$ cat config.mk
export PLATFORM = sky130hd
export DESIGN_NAME = conv_window_layer00_flat
export DESIGN_NICKNAME = d
export VERILOG_FILES = /design/src/rtl/conv_window_layer00_pkg.sv /design/src/rtl/conv_window_layer00_if.sv /design/src/rtl/conv_window_col_reg.sv /design/src/rtl/conv_window_layer00.sv /design/src/flat_wrapper.sv
export SDC_FILE = /design/constraint.sdc
export NUM_CORES = 2
export LEC_CHECK = 0
export BUFFER_PORTS_ARGS = -buffer_cell sky130_fd_sc_hd__buf_4
export CAP_MARGIN = 40
export CORE_AREA = 2 2 604 606
export CTS_BUF_LIST = sky130_fd_sc_hd__clkbuf_2 sky130_fd_sc_hd__clkbuf_4 sky130_fd_sc_hd__clkbuf_8
export DETAILED_ROUTE_END_ITERATION = 12
export DIE_AREA = 0 0 606 608
export PLACE_DENSITY = 0.36
export SYNTH_ARGS = -nofsm -noshare
export SYNTH_HDL_FRONTEND = slang
export SYNTH_SLANG_ARGS = --single-unit
$ cat constraint.sdc
create_clock -name clk -period 4.5 [get_ports clk]
set_clock_uncertainty 0.15 [all_clocks]
set_input_delay 0.225 -clock clk [delete_from_list [all_inputs] [get_ports clk]]
set_output_delay 0.225 -clock clk [all_outputs]
set_load 0.01 [all_outputs]
$ cat src/rtl/conv_window_layer00_pkg.sv
// Shared sizes, types and the window layout helper for the layer-00 window stage.
package conv_window_layer00_pkg;

    localparam int LANES = 16;           // channel lanes per row vector
    localparam int DW    = 8;            // bits per lane element
    localparam int K     = 3;            // kernel height/width, fixed at 3
    localparam int COLW  = 9;            // width of the column index counter

    localparam int VEC_W = LANES * DW;   // one row vector (128)
    localparam int COL_W = K * VEC_W;    // one column of K row vectors (384)
    localparam int WIN_W = K * K * VEC_W; // full KxK window (1152)

    typedef logic [VEC_W-1:0] vec_t;
    typedef logic [COL_W-1:0] col_t;
    typedef logic [WIN_W-1:0] win_t;
    typedef logic [COLW-1:0]  idx_t;
    typedef logic [1:0]       fill_t;

    localparam fill_t FILL_WIN  = 2'd2;  // columns held before a new one completes a window
    localparam fill_t FILL_FULL = 2'd3;  // fill saturates here
    localparam idx_t  IDX_MAX   = '1;    // next-index saturates here

    // Bit offset of window element (r,c); r=0 top row, c=0 oldest column.
    function automatic int win_ofs(input int r, input int c);
        return (r * K + c) * VEC_W;
    endfunction

endpackage

$ cat src/rtl/conv_window_layer00_if.sv
// Column input and window output bundle between the parser, this stage and the MAC array.
interface conv_window_layer00_if;
    import conv_window_layer00_pkg::*;

    logic iStart;
    logic iMac_vld;
    logic iColEnd;
    vec_t iDin0;
    vec_t iDin1;
    vec_t iDin2;
    win_t oWin;
    logic oWin_vld;
    logic oRowEnd;
    idx_t oColIdx;

    // Producer side: drives columns, observes windows.
    modport master (
        output iStart, iMac_vld, iColEnd, iDin0, iDin1, iDin2,
        input  oWin, oWin_vld, oRowEnd, oColIdx
    );

    // Window stage side.
    modport slave (
        input  iStart, iMac_vld, iColEnd, iDin0, iDin1, iDin2,
        output oWin, oWin_vld, oRowEnd, oColIdx
    );

endinterface

$ cat src/rtl/conv_window_col_reg.sv
// One stored column (K row vectors) of the sliding window; loads on shift.
module conv_window_col_reg
    import conv_window_layer00_pkg::*;
(
    input  logic clk,
    input  logic rstn,
    input  logic load_en_i,
    input  col_t col_i,
    output col_t col_o
);

    col_t col_d;
    col_t col_q;

    // Select the incoming column on a shift, otherwise hold.
    always_comb begin
        col_d = load_en_i ? col_i : col_q;
    end

    // Column storage register; cleared by reset so no stale data survives a restart.
    always_ff @(posedge clk) begin
        // NOTE: sequential state uses <= so every register samples pre-edge values of its neighbours.
        if (!rstn) begin
            col_q <= '0;
        end else begin
            col_q <= col_d;
        end
    end

    assign col_o = col_q;

endmodule

$ cat src/rtl/conv_window_layer00.sv
// Sliding 3x3 window assembler: shifts parser columns through a 3-deep chain and
// emits one registered window per column once three columns of the current row are held.
module conv_window_layer00
    import conv_window_layer00_pkg::*;
(
    input  logic                  clk,
    input  logic                  rstn,
    conv_window_layer00_if.slave  bus
);

    col_t din_col;
    col_t col0;
    col_t col1;
    col_t col2;
    col_t shifted [K];
    win_t win_set;

    logic  emit;

    fill_t fill_d,    fill_q;
    idx_t  idx_d,     idx_q;
    win_t  win_d,     win_q;
    logic  win_vld_d, win_vld_q;
    logic  row_end_d, row_end_q;
    idx_t  col_idx_d, col_idx_q;

    // Incoming column, row r at bits [r*VEC_W +: VEC_W].
    assign din_col = {bus.iDin2, bus.iDin1, bus.iDin0};

    // Column chain: newest column enters col2 and ages towards col0.
    conv_window_col_reg u_col2 (
        .clk       (clk),
        .rstn      (rstn),
        .load_en_i (bus.iMac_vld),
        .col_i     (din_col),
        .col_o     (col2)
    );

    conv_window_col_reg u_col1 (
        .clk       (clk),
        .rstn      (rstn),
        .load_en_i (bus.iMac_vld),
        .col_i     (col2),
        .col_o     (col1)
    );

    conv_window_col_reg u_col0 (
        .clk       (clk),
        .rstn      (rstn),
        .load_en_i (bus.iMac_vld),
        .col_i     (col1),
        .col_o     (col0)
    );

    // The window is taken from the column set as it will be after this shift,
    // so the emitted window appears exactly one cycle after its last column.
    assign shifted[0] = col1;
    assign shifted[1] = col2;
    assign shifted[2] = din_col;

    for (genvar r = 0; r < K; r++) begin : g_row
        for (genvar c = 0; c < K; c++) begin : g_col
            assign win_set[win_ofs(r, c) +: VEC_W] = shifted[c][r*VEC_W +: VEC_W];
        end
    end

    // A frame start makes the incoming column the first one, so it never completes a window.
    assign emit = bus.iMac_vld && !bus.iStart && (fill_q >= FILL_WIN);

    // Fill / index / row-end control and window capture.
    always_comb begin
        // NOTE: every variable gets a default first so no path leaves it unassigned (no latches).
        fill_d    = fill_q;
        idx_d     = idx_q;
        win_d     = win_q;
        col_idx_d = col_idx_q;
        win_vld_d = 1'b0;
        row_end_d = 1'b0;

        if (bus.iMac_vld) begin
            if (bus.iStart) begin
                fill_d = 2'd1;
            end else if (fill_q != FILL_FULL) begin
                fill_d = fill_q + 2'd1;
            end
        end else if (bus.iStart) begin
            fill_d = '0;
        end

        if (bus.iStart) begin
            idx_d = '0;
        end

        if (emit) begin
            win_vld_d = 1'b1;
            win_d     = win_set;
            col_idx_d = idx_q;
            if (idx_q != IDX_MAX) begin
                idx_d = idx_q + 1'b1;
            end
        end

        // Row end closes the row after any window this column produced.
        if (bus.iColEnd) begin
            row_end_d = 1'b1;
            fill_d    = '0;
            idx_d     = '0;
        end
    end

    // Control and output registers; window data holds between pulses.
    always_ff @(posedge clk) begin
        if (!rstn) begin
            fill_q    <= '0;
            idx_q     <= '0;
            win_q     <= '0;
            win_vld_q <= 1'b0;
            row_end_q <= 1'b0;
            col_idx_q <= '0;
        end else begin
            fill_q    <= fill_d;
            idx_q     <= idx_d;
            win_q     <= win_d;
            win_vld_q <= win_vld_d;
            row_end_q <= row_end_d;
            col_idx_q <= col_idx_d;
        end
    end

    assign bus.oWin     = win_q;
    assign bus.oWin_vld = win_vld_q;
    assign bus.oRowEnd  = row_end_q;
    assign bus.oColIdx  = col_idx_q;

endmodule

$ cat src/flat_wrapper.sv
// flat-port wrapper written by rule: the top's interface ports become plain ports
module conv_window_layer00_flat import conv_window_layer00_pkg::*;
  (clk, rstn, bus_iStart, bus_iMac_vld, bus_iColEnd, bus_iDin0, bus_iDin1, bus_iDin2, bus_oWin, bus_oWin_vld, bus_oRowEnd, bus_oColIdx);
  conv_window_layer00_if bus_i ();
  input  logic clk;
  input  logic rstn;
  input wire logic [$bits(bus_i.iStart)-1:0] bus_iStart;
  input wire logic [$bits(bus_i.iMac_vld)-1:0] bus_iMac_vld;
  input wire logic [$bits(bus_i.iColEnd)-1:0] bus_iColEnd;
  input wire logic [$bits(bus_i.iDin0)-1:0] bus_iDin0;
  input wire logic [$bits(bus_i.iDin1)-1:0] bus_iDin1;
  input wire logic [$bits(bus_i.iDin2)-1:0] bus_iDin2;
  output wire logic [$bits(bus_i.oWin)-1:0] bus_oWin;
  output wire logic [$bits(bus_i.oWin_vld)-1:0] bus_oWin_vld;
  output wire logic [$bits(bus_i.oRowEnd)-1:0] bus_oRowEnd;
  output wire logic [$bits(bus_i.oColIdx)-1:0] bus_oColIdx;
  assign bus_i.iStart = bus_iStart;
  assign bus_i.iMac_vld = bus_iMac_vld;
  assign bus_i.iColEnd = bus_iColEnd;
  assign bus_i.iDin0 = bus_iDin0;
  assign bus_i.iDin1 = bus_iDin1;
  assign bus_i.iDin2 = bus_iDin2;
  assign bus_oWin = bus_i.oWin;
  assign bus_oWin_vld = bus_i.oWin_vld;
  assign bus_oRowEnd = bus_i.oRowEnd;
  assign bus_oColIdx = bus_i.oColIdx;
  conv_window_layer00 u_core (.clk(clk), .rstn(rstn), .bus(bus_i));
endmodule
==> metrics <==
clock power share 0.476; Top FF cell, synth dfxtp_1; Port Buf Inserts ~1600; All-Layer GR Usage 0.190; slew margin rel. 0.228; Ys Warns 0; crit path time final ~2.7 ns; largest net degree at the start of global routing approximately 200; row cnt approximately 220; TritonCTS clock tree done; vias in the first global route about 66000; Critical Path Source Type flop; die area around 370000 sq um; DR iter-0 viols roughly 4200; layout cells sized above 1 0.232; Post-Synthesis Cells roughly 8000; Worst-Margin Slew 1.16 ns; nets between 10000 and 15000; syn nets 8234; switching share of power 0.258; Post-Route WL 370000 um; # IOs 1552; Die X 606 um; WL per Instance roughly 25 um; clk_lat worst skew between 1 and 1.5 ns; gpl congestion approximately 0.85; CTS HTree Levels 5; Post-Syn Area between 70000 and 80000 sq um; endpoints failing setup 0; Hold WC Path Type input pin to flop; async set or reset register ratio after synthesis 0; Post-synth EDFFs 0; fmax about 370 MHz; Finished Core Util 0.285; hpwl dp roughly 260000 um; via/cell ratio between 4 and 5; first-pass GRT wire length between 500000 and 600000 um; clk slew on worst S/H paths about 0.06 ns; Die Height around 600 um; Hold WS 0.108 ns; Syn-to-layout area delta 45.0%; Tcrit/Tclk final 0.593; Worst setup EP type flop; GRT overflow 0; fill count approximately 39000; RSZ-0062 raised after global routing no; core area 362000 sq um; flip-flop and latch area ~39000 sq um; Leakage Power between 40 and 50 nW; clk buf depth 4; Multi-input gate area between 20000 and 30000 sq um; net switching power 10.3 mW; setup ws final ~1.8 ns; Setup Crit Path Kind flop to flop; sequential fraction of the synthesis area 0.547; initial antenna violation count 55; Setup Slack @ Placement about 1.7 ns; Yosys reg bits roughly 1900; Mapped Avg Cell Area a little over 9 sq um; Gate power share 0.076; pwr dens between 300 and 400 nW/um^2; Flop pwr share 0.448; Starting Density 0.196; Distinct cells, synth 33; Req. time, crit path around 5.3 ns; status complete, no violations; DR pass1 iterations 6; via count between 60000 and 70000; Max Slew Vio Count 0; hold violation count in the final report 0; crit path DAT approximately 3.5 ns; VDD IR max about 0.22 mV; setup total negative slack 0 ns; clock sinks 1942; CTS resizes 0; P_int 29.8 mW; CTS root buf clkbuf_8; Critical Path Fanout Max between 70 and 80; Final ANT Viol Nets 0; Num CTS Buffers 373; drc violations 0; Max-Cap Viols 0
cell usage in the layout (no fill, tap or decap), types with 2 or more instances in the layout:
cell / netlist / routed
buf_8: 0 / 2
inv_1: 4 / 4
clkbuf_4: 0 / 161
or4_1: 2 / 2
clkinv_8: 0 / 2
nand2b_1: 4 / 4
diode_2: 0 / 19
inv_12: 0 / 3
buf_4: 50 / 1631
bufinv_16: 0 / 7
clkinv_2: 1 / 14
o31ai_1: 2 / 2
buf_12: 0 / 60
nand2_1: 6 / 6
clkinvlp_4: 0 / 8
or3_1: 2 / 2
a211oi_1: 2 / 2
nand3_1: 1166 / 1166
ha_1: 4 / 4
a21oi_1: 1166 / 1166
inv_6: 0 / 5
clkbuf_8: 0 / 457
nor2_1: 771 / 771
dfxtp_1: 1942 / 1942
nor4_1: 3 / 3
inv_8: 0 / 5
dlygate4sd3_1: 0 / 806
o21ai_1: 120 / 120
mux2i_1: 772 / 772
inv_16: 0 / 2
o21ai_0: 1045 / 1045
per-layer routing:
| metal | wire [um] | track usage | part of all wire |
|---|---|---|---|
| met3 | 27700 | 0.0556 | 0.075 |
| met2 | 175000 | 0.319 | 0.47 |
| met1 | 146000 | 0.218 | 0.40 |
| met4 | 20800 | 0.0967 | 0.056 |
| met5 | 299 | 0 | 0.00081 |
worst paths after layout:
kind                                         start                                end  slack (ns)  depth (start not counted)
min                                 bus_iDin0[122]  u_core.bus.oWin[378]$_SDFFE_PN0P_        0.11                          4
min reg2reg  u_core.u_col1.col_o[233]$_SDFFE_PN0P_  u_core.bus.oWin[489]$_SDFFE_PN0P_        0.25                          2
max                  u_core.fill_q[1]$_SDFFE_PP0P_  u_core.bus.oWin[725]$_SDFFE_PN0P_        1.83                          5
max reg2reg          u_core.fill_q[1]$_SDFFE_PP0P_  u_core.bus.oWin[725]$_SDFFE_PN0P_        1.83                          5
area by class of cell:
| cell class | count | area share |
|---|---|---|
| well taps | 4794 | 0.0583 |
| diodes | 19 | 0.000462 |
| flip-flops and latches | 1942 | 0.378 |
| inverters | 6 | 0.000450 |
| clock buffers | 618 | 0.0728 |
| clock inverters | 44 | 0.00515 |
| repair buffers | 2500 | 0.210 |
| multi-input cells | 5074 | 0.276 |
sequential cells by signal, summed over array words and instances (netlist names):
name / cells
u_core.bus.oColIdx: 9
u_core.bus.oRowEnd: 1
u_core.bus.oWin: 1152
u_core.bus.oWin_vld: 1
u_core.fill_q: 2
u_core.idx_q: 9
u_core.u_col1.col_o: 384
u_core.u_col2.col_o: 384
kinds of logic after synthesis:
kind of cell	after synthesis	share of synthesized area
mux	772	0.109
compound gates	2338	0.165
simple gates	1960	0.125
flops	1942	0.547
buf+inv	825	0.0530
fa+ha+maj	4	0.000705
timing repair:
| item | in CTS | in global routing |
|---|---|---|
| hold buffers | 806 | 0 |
| hold endpoints to repair | 1523 | 0 |
| setup endpoints to repair | 0 | 0 |
| buffers inserted | 0 | 0 |
cells in the mapped netlist (2+ instances only):
library cell  instances  area share
a211oi_1              2     0.00021
a21oi_1            1166       0.082
buf_1                55      0.0029
buf_2               296       0.021
buf_4                50      0.0053
clkbuf_1            337       0.018
clkbuf_2             80      0.0056
dfxtp_1            1942        0.55
ha_1                  4     0.00070
inv_1                 4     0.00021
mux2i_1             772        0.11
nand2_1               6     0.00032
nand2b_1              4     0.00035
nand3_1            1166       0.082
nor2_1              771       0.041
nor4_1                3     0.00026
o21ai_0            1045       0.074
o21ai_1             120      0.0085
o31ai_1               2     0.00021
or3_1                 2     0.00018
or4_1                 2     0.00021
worst max-delay path, stage by stage (launching register included):
cell and delay (ns):
dfxtp_1 0.46, ha_1 0.28, o21a_4 0.36, buf_4 0.74, nand3_1 0.32, a21oi_1 0.19
through the flow:
stage          instance area (sq um)  cells  total power, mW
2_1_floorplan                  71000   7841             19.5
6_report                      103000  15000             40.1
3_3_place_gp                   86800  13500             20.8
4_1_cts                       103000  15000             40.7
3_5_place_dp                   86800  13500             20.8
5_1_grt                       103000  15000             41.7
power groups by stage:
stage,Sequential [mW],Combinational [mW],Clock (mW)
floorplan,18.1,1.37,0
global placement,18.3,2.45,0
detailed placement,18.3,2.47,0
CTS,18.0,3.08,19.7
global route,18.0,3.27,20.4
finish,18.0,3.06,19.1
Note: power is estimated with default switching activity, not from simulation.
